[src/rtl/tdes_pass_sequencer.sv]
// Triple-DES (EDE) pass sequencer: latches operands on an enable rising edge and
// drives three back-to-back passes through a shared single-DES core.
module tdes_pass_sequencer (
    input  logic        HCLK,
    input  logic        HRESET,
    input  logic        enable,
    input  logic        encryption_type,
    input  logic [63:0] data,
    input  logic [63:0] key1,
    input  logic [63:0] key2,
    input  logic [63:0] key3,
    output logic        des_start,
    output logic        des_decrypt,
    output logic [63:0] des_key,
    output logic [63:0] des_in,
    input  logic [63:0] des_out,
    input  logic        des_done,
    output logic [63:0] output_data,
    output logic        busy,
    output logic        done
);

    typedef enum logic [1:0] {
        ST_IDLE   = 2'd0,
        ST_LAUNCH = 2'd1,
        ST_WAIT   = 2'd2,
        ST_DONE   = 2'd3
    } state_t;

    state_t      state_r;
    state_t      state_s;
    logic [1:0]  pass_r;
    logic [1:0]  pass_s;
    logic [63:0] blk_r;
    logic [63:0] blk_s;
    logic [63:0] output_data_r;
    logic [63:0] output_data_s;
    logic [63:0] key1_r;
    logic [63:0] key2_r;
    logic [63:0] key3_r;
    logic        mode_r;
    logic        enable_d_r;
    logic        load_s;
    logic        start_s;
    logic        des_start_r;
    logic        busy_r;
    logic        done_r;

    // Encrypt runs key1,key2,key3; decrypt runs the same keys in reverse order.
    function automatic logic [63:0] sched_key(input logic [1:0] p, input logic m,
                                              input logic [63:0] k1, input logic [63:0] k2,
                                              input logic [63:0] k3);
        logic [63:0] k;
        case (p)
            2'd0:    k = m ? k3 : k1;
            2'd1:    k = k2;
            2'd2:    k = m ? k1 : k3;
            default: k = 64'd0;
        endcase
        return k;
    endfunction

    // The middle pass always runs opposite to the requested direction.
    function automatic logic sched_decrypt(input logic [1:0] p, input logic m);
        return m ^ (p == 2'd1);
    endfunction

    assign start_s = enable & ~enable_d_r;

    // Next-state and datapath update logic.
    always_comb begin
        state_s       = state_r;
        pass_s        = pass_r;
        blk_s         = blk_r;
        output_data_s = output_data_r;
        load_s        = 1'b0;
        case (state_r)
            ST_IDLE: begin
                if (start_s) begin
                    pass_s  = 2'd0;
                    blk_s   = data;
                    load_s  = 1'b1;
                    state_s = ST_LAUNCH;
                end else begin
                    state_s = ST_IDLE;
                end
            end
            ST_LAUNCH: begin
                state_s = ST_WAIT;
            end
            ST_WAIT: begin
                if (des_done) begin
                    blk_s = des_out;
                    if (pass_r == 2'd2) begin
                        output_data_s = des_out;
                        state_s       = ST_DONE;
                    end else begin
                        pass_s  = pass_r + 2'd1;
                        state_s = ST_LAUNCH;
                    end
                end else begin
                    state_s = ST_WAIT;
                end
            end
            ST_DONE: begin
                state_s = ST_IDLE;
            end
            default: begin
                state_s = ST_IDLE;
            end
        endcase
    end

    // State, operand and registered control-output storage.
    always_ff @(posedge HCLK or negedge HRESET) begin
        if (!HRESET) begin
            state_r       <= ST_IDLE;
            pass_r        <= 2'd0;
            blk_r         <= 64'd0;
            output_data_r <= 64'd0;
            key1_r        <= 64'd0;
            key2_r        <= 64'd0;
            key3_r        <= 64'd0;
            mode_r        <= 1'b0;
            enable_d_r    <= 1'b0;
            des_start_r   <= 1'b0;
            busy_r        <= 1'b0;
            done_r        <= 1'b0;
        end else begin
            state_r       <= state_s;
            pass_r        <= pass_s;
            blk_r         <= blk_s;
            output_data_r <= output_data_s;
            enable_d_r    <= enable;
            if (load_s) begin
                key1_r <= key1;
                key2_r <= key2;
                key3_r <= key3;
                mode_r <= encryption_type;
            end
            des_start_r <= (state_s == ST_LAUNCH);
            busy_r      <= (state_s == ST_LAUNCH) || (state_s == ST_WAIT);
            done_r      <= (state_s == ST_DONE);
        end
    end

    // Core-facing operands; held at zero while idle.
    always_comb begin
        des_key     = 64'd0;
        des_in      = 64'd0;
        des_decrypt = 1'b0;
        if (state_r != ST_IDLE) begin
            des_key     = sched_key(pass_r, mode_r, key1_r, key2_r, key3_r);
            des_in      = blk_r;
            des_decrypt = sched_decrypt(pass_r, mode_r);
        end else begin
            des_key     = 64'd0;
            des_in      = 64'd0;
            des_decrypt = 1'b0;
        end
    end

    assign des_start   = des_start_r;
    assign busy        = busy_r;
    assign done        = done_r;
    assign output_data = output_data_r;

endmodule

[config.mk]
export PLATFORM = sky130hd
export DESIGN_NAME = tdes_pass_sequencer
export DESIGN_NICKNAME = d
export VERILOG_FILES = /design/src/rtl/tdes_pass_sequencer.sv
export SDC_FILE = /design/constraint.sdc
export NUM_CORES = 1
export LEC_CHECK = 0
export CORE_AREA = 3 3 201 203
export CTS_BUF_LIST = sky130_fd_sc_hd__clkbuf_8
export DETAILED_ROUTE_END_ITERATION = 10
export DIE_AREA = 0 0 204 206
export DONT_BUFFER_PORTS = 1
export PLACE_DENSITY = 0.57
export SLEW_MARGIN = 0
export SYNTH_ARGS = -nofsm -noshare
export SYNTH_HDL_FRONTEND = slang
export SYNTH_SLANG_ARGS = --single-unit
[constraint.sdc]
create_clock -name HCLK -period 1.8 [get_ports HCLK]
set_clock_uncertainty 0.1 [all_clocks]
set_input_delay 0.18 -clock HCLK [delete_from_list [all_inputs] [get_ports HCLK]]
set_output_delay 0.18 -clock HCLK [all_outputs]
set_load 0.01 [all_outputs]
==> impl_metrics.csv <==
group,metric,value,unit
floorplan,core,38650,um^2
critical_path,crit_type,"flop to output pin",
synth,synth_nets,1756,
floorplan,start_util,0.3830,
critical_path,crit_required,1.52,ns
cts,clkLatencyLatePin,0.64,ns
global_routing,globalRouteOverflowTotal,0,
drt,drt_iter0_drc,849,
critical_path,path_max_fanout,11,
cells_and_area,n_fill_cell,2987,
drt,antenna_left,0,
cts,numCtsBuffers,57,
critical_path,arrival,2.29,ns
global_routing,first_global_vias,13120,
timing,setup_ws,-0.7687,ns
run_status,status,"finished with violations",
cells_and_area,finalNetCount,2167,
synth,ys.flop_type,"dfrtp_1",
placed_design,port_buffers,0,
critical_path,start_kind,"flop",
synth,yosys-top-cells-area,"dfrtp_1 (56%), nand2_1 (15%), mux2_2 (15%), a221o_1 (4.3%), nor3b_1 (3.2%)",
timing,clock.fmax,0.3893,GHz
synth,ys_seq_area_frac,0.5562,
timing,grt_setup_unrepaired,"true",
critical_path,path_delay_family,"buffers and inverters",
global_routing,antenna_found_initial,4,
timing,holdWs,-0.8720,ns
cells_and_area,final_common_cell,"nand2_1",
run,cap_violations,0,
timing,finalSetupViolCount,455,
global_routing,grt_pass1_wl,74.87,mm
synth,synth_edf_count,0,
drt,viasPerCell,5.271,
cells_and_area,final_area,22510,um^2
drt,routedWlPerCell,22.91,um
synth,syn_area,14800,um^2
timing,maxSlewHeadroom,-0.08661,
power_and_ir_drop,leakage,10.78,nW
timing,tightest_slew,1.630,ns
cts,holdBufCountCts,323,
cts,cts_sinks,329,
synth,synthCells,1425,
drt,vias,12680,
synth,synth_top_area_share,0.5562,
cts,root_buffer,"clkbuf_8",
cells_and_area,mostFrequentLayoutCells,"nand2_1 (557), dfrtp_1 (328), dlygate4sd3_1 (323)",
floorplan,die_area,42020,um^2
placed_design,place_area,16050,um^2
critical_path,crit_start,"pass_r[0]",
placed_design,gp_congestion,0.8763,
drt,drc,0,
timing,period_minus_slack,2.569,ns
timing,finalCritPeriodShare,1.427,
critical_path,critPathMaxStageDelay,0.43,ns
synth,netlist.top_cell.by_area,"dfrtp_1",
synth,syn_avg_cell_area,10.39,um^2
cts,cts-htree-levels,2,
critical_path,path_cells,"inv_2, ha_4, mux2i_4, buf_12, buf_12, nor3b_1, a221o_1",
critical_path,crit_buf_inv,3,
floorplan,die-height,206,um
drt,dr.pass1.iters,5,
cells_and_area,final_util,0.5823,
floorplan,rows,72,
floorplan,die_x,204,um
synth,ys_types,28,
synth,synthArstFlopShare,1.000,
floorplan,ios,521,
min_path,hp-class,"primary input to asynchronous set/reset pin",
critical_path,r2r_start,"state_r[1]",
run_status,violations,"negative hold slack, max-slew violations, negative setup slack",
cts,cts.reportedPaths.clkPinSlew,0.07,ns
placed_design,dpl.hpwl,31.76,mm
synth,yosys_warnings,0,
placed_design,pre_cts_ws,-0.2111,ns
cells_and_area,layout-drive-gt1-share,0.2854,
power_and_ir_drop,max-vdd-ir-drop,0.8674,mV
timing,hold_viol_final,329,
critical_path,end_kind,"output pin",
drt,wl,55.12,mm
synth,synth_seq_cells,329,
cts,cts_tree,"done",
timing,final_max_slew_viol_count,103,
critical_path,cpMostUsedCell,"buf_12",
global_routing,track_usage,0.2267,
power_and_ir_drop,power_density,1663,nW/um^2
critical_path,slowest_stage,"dfrtp_1",
cells_and_area,areaGrowthSynthToFinish,52.05,%
global_routing,grt_max_degree,330,
cts,cts_buffer_depth,3,
[synth_stat cells, drive strengths merged, types with 2 or more instances]
| master | count |
|---|---|
| inv | 6 |
| nand3 | 3 |
| clkbuf | 57 |
| buf | 39 |
| mux2 | 194 |
| nand2 | 580 |
| o21ai | 2 |
| nor2b | 66 |
| mux2i | 2 |
| nor2 | 5 |
| ha | 6 |
| nor3b | 63 |
| a221o | 63 |
| dfrtp | 329 |
[through the flow]
stage	total power, mW	TNS (ns)	instances
global route	39.35	-199.16	2405
global placement	25.04	-13.26	1910
floorplan	21.39	-7.300	1425
CTS	34.24	-111.57	2357
detailed placement	25.33	-21.56	1910
finish	37.42	-165.21	2406
[where the power goes]
part / total, mW / switching, mW / leakage [nW] / internal, mW
clock: 7.02 / 3.25 / 0.691 / 3.76
combinational: 16.7 / 8.03 / 5.99 / 8.68
sequential: 13.7 / 2.76 / 4.10 / 10.9
[state kept, by name, indices dropped and copies added, names as in the netlist]
register     count
blk_r           64
key1_r          64
key2_r          64
key3_r          64
output_data     64
pass_r           2
state_r          2
busy             1
des_start        1
done             1
enable_d_r       1
mode_r           1
[cell type report]
class | count | area (um^2) | share of cell area
well taps | 518 | 648.1 | 0.02880
clock buffers | 76 | 1046 | 0.04648
multi-input cells | 995 | 7204 | 0.3201
diodes | 3 | 7.507 | 0.0003336
inverters | 6 | 22.52 | 0.001001
repair buffers | 447 | 5202 | 0.2312
flip-flops and latches | 329 | 8234 | 0.3659
clock inverters | 32 | 140.1 | 0.006227
[per-layer routing]
layer / vias to the layer above / GRT usage / part of all wire
li1: 5573 / - / -
met1: 6321 / 0.2682 / 0.40
met2: 608 / 0.3930 / 0.49
met3: 176 / 0.06395 / 0.073
met4: 4 / 0.08725 / 0.035
met5: - / 0 / 0.00049
[timing repair]
item	in CTS	in global routing
hold endpoints to repair	658	329
setup buffers	12	16
endpoints found under the setup margin	385	453
pin swaps	63	13
cloned	4	31
gates resized for setup	76	195
[logic make-up (layout without fill, tap and decap cells)]
family / Yosys count / after routing / synth area share
simple gates: 723 / 724 / 0.2128
other cells: 0 / 3 / 0
buf+inv: 102 / 561 / 0.03161
fa+ha+maj: 6 / 6 / 0.005072
mux: 196 / 196 / 0.1489
flops: 329 / 329 / 0.5562
compound gates: 68 / 68 / 0.04480
xor+xnor: 1 / 1 / 0.0005918
[final timing paths]
check	end	slack, ns	depth (start not counted)
max in group asynchronous	pass_r[1]	1.13	0
worst min register to register	key1_r[9]	0.37	2
worst max-delay path	des_key[51]	-0.77	7
min in group HCLK	key2_r[59]	0.08	3
worst min-delay path	output_data[16]	-0.87	0
worst max register to register	blk_r[17]	-0.38	6
(Power assumes the default switching activity.)
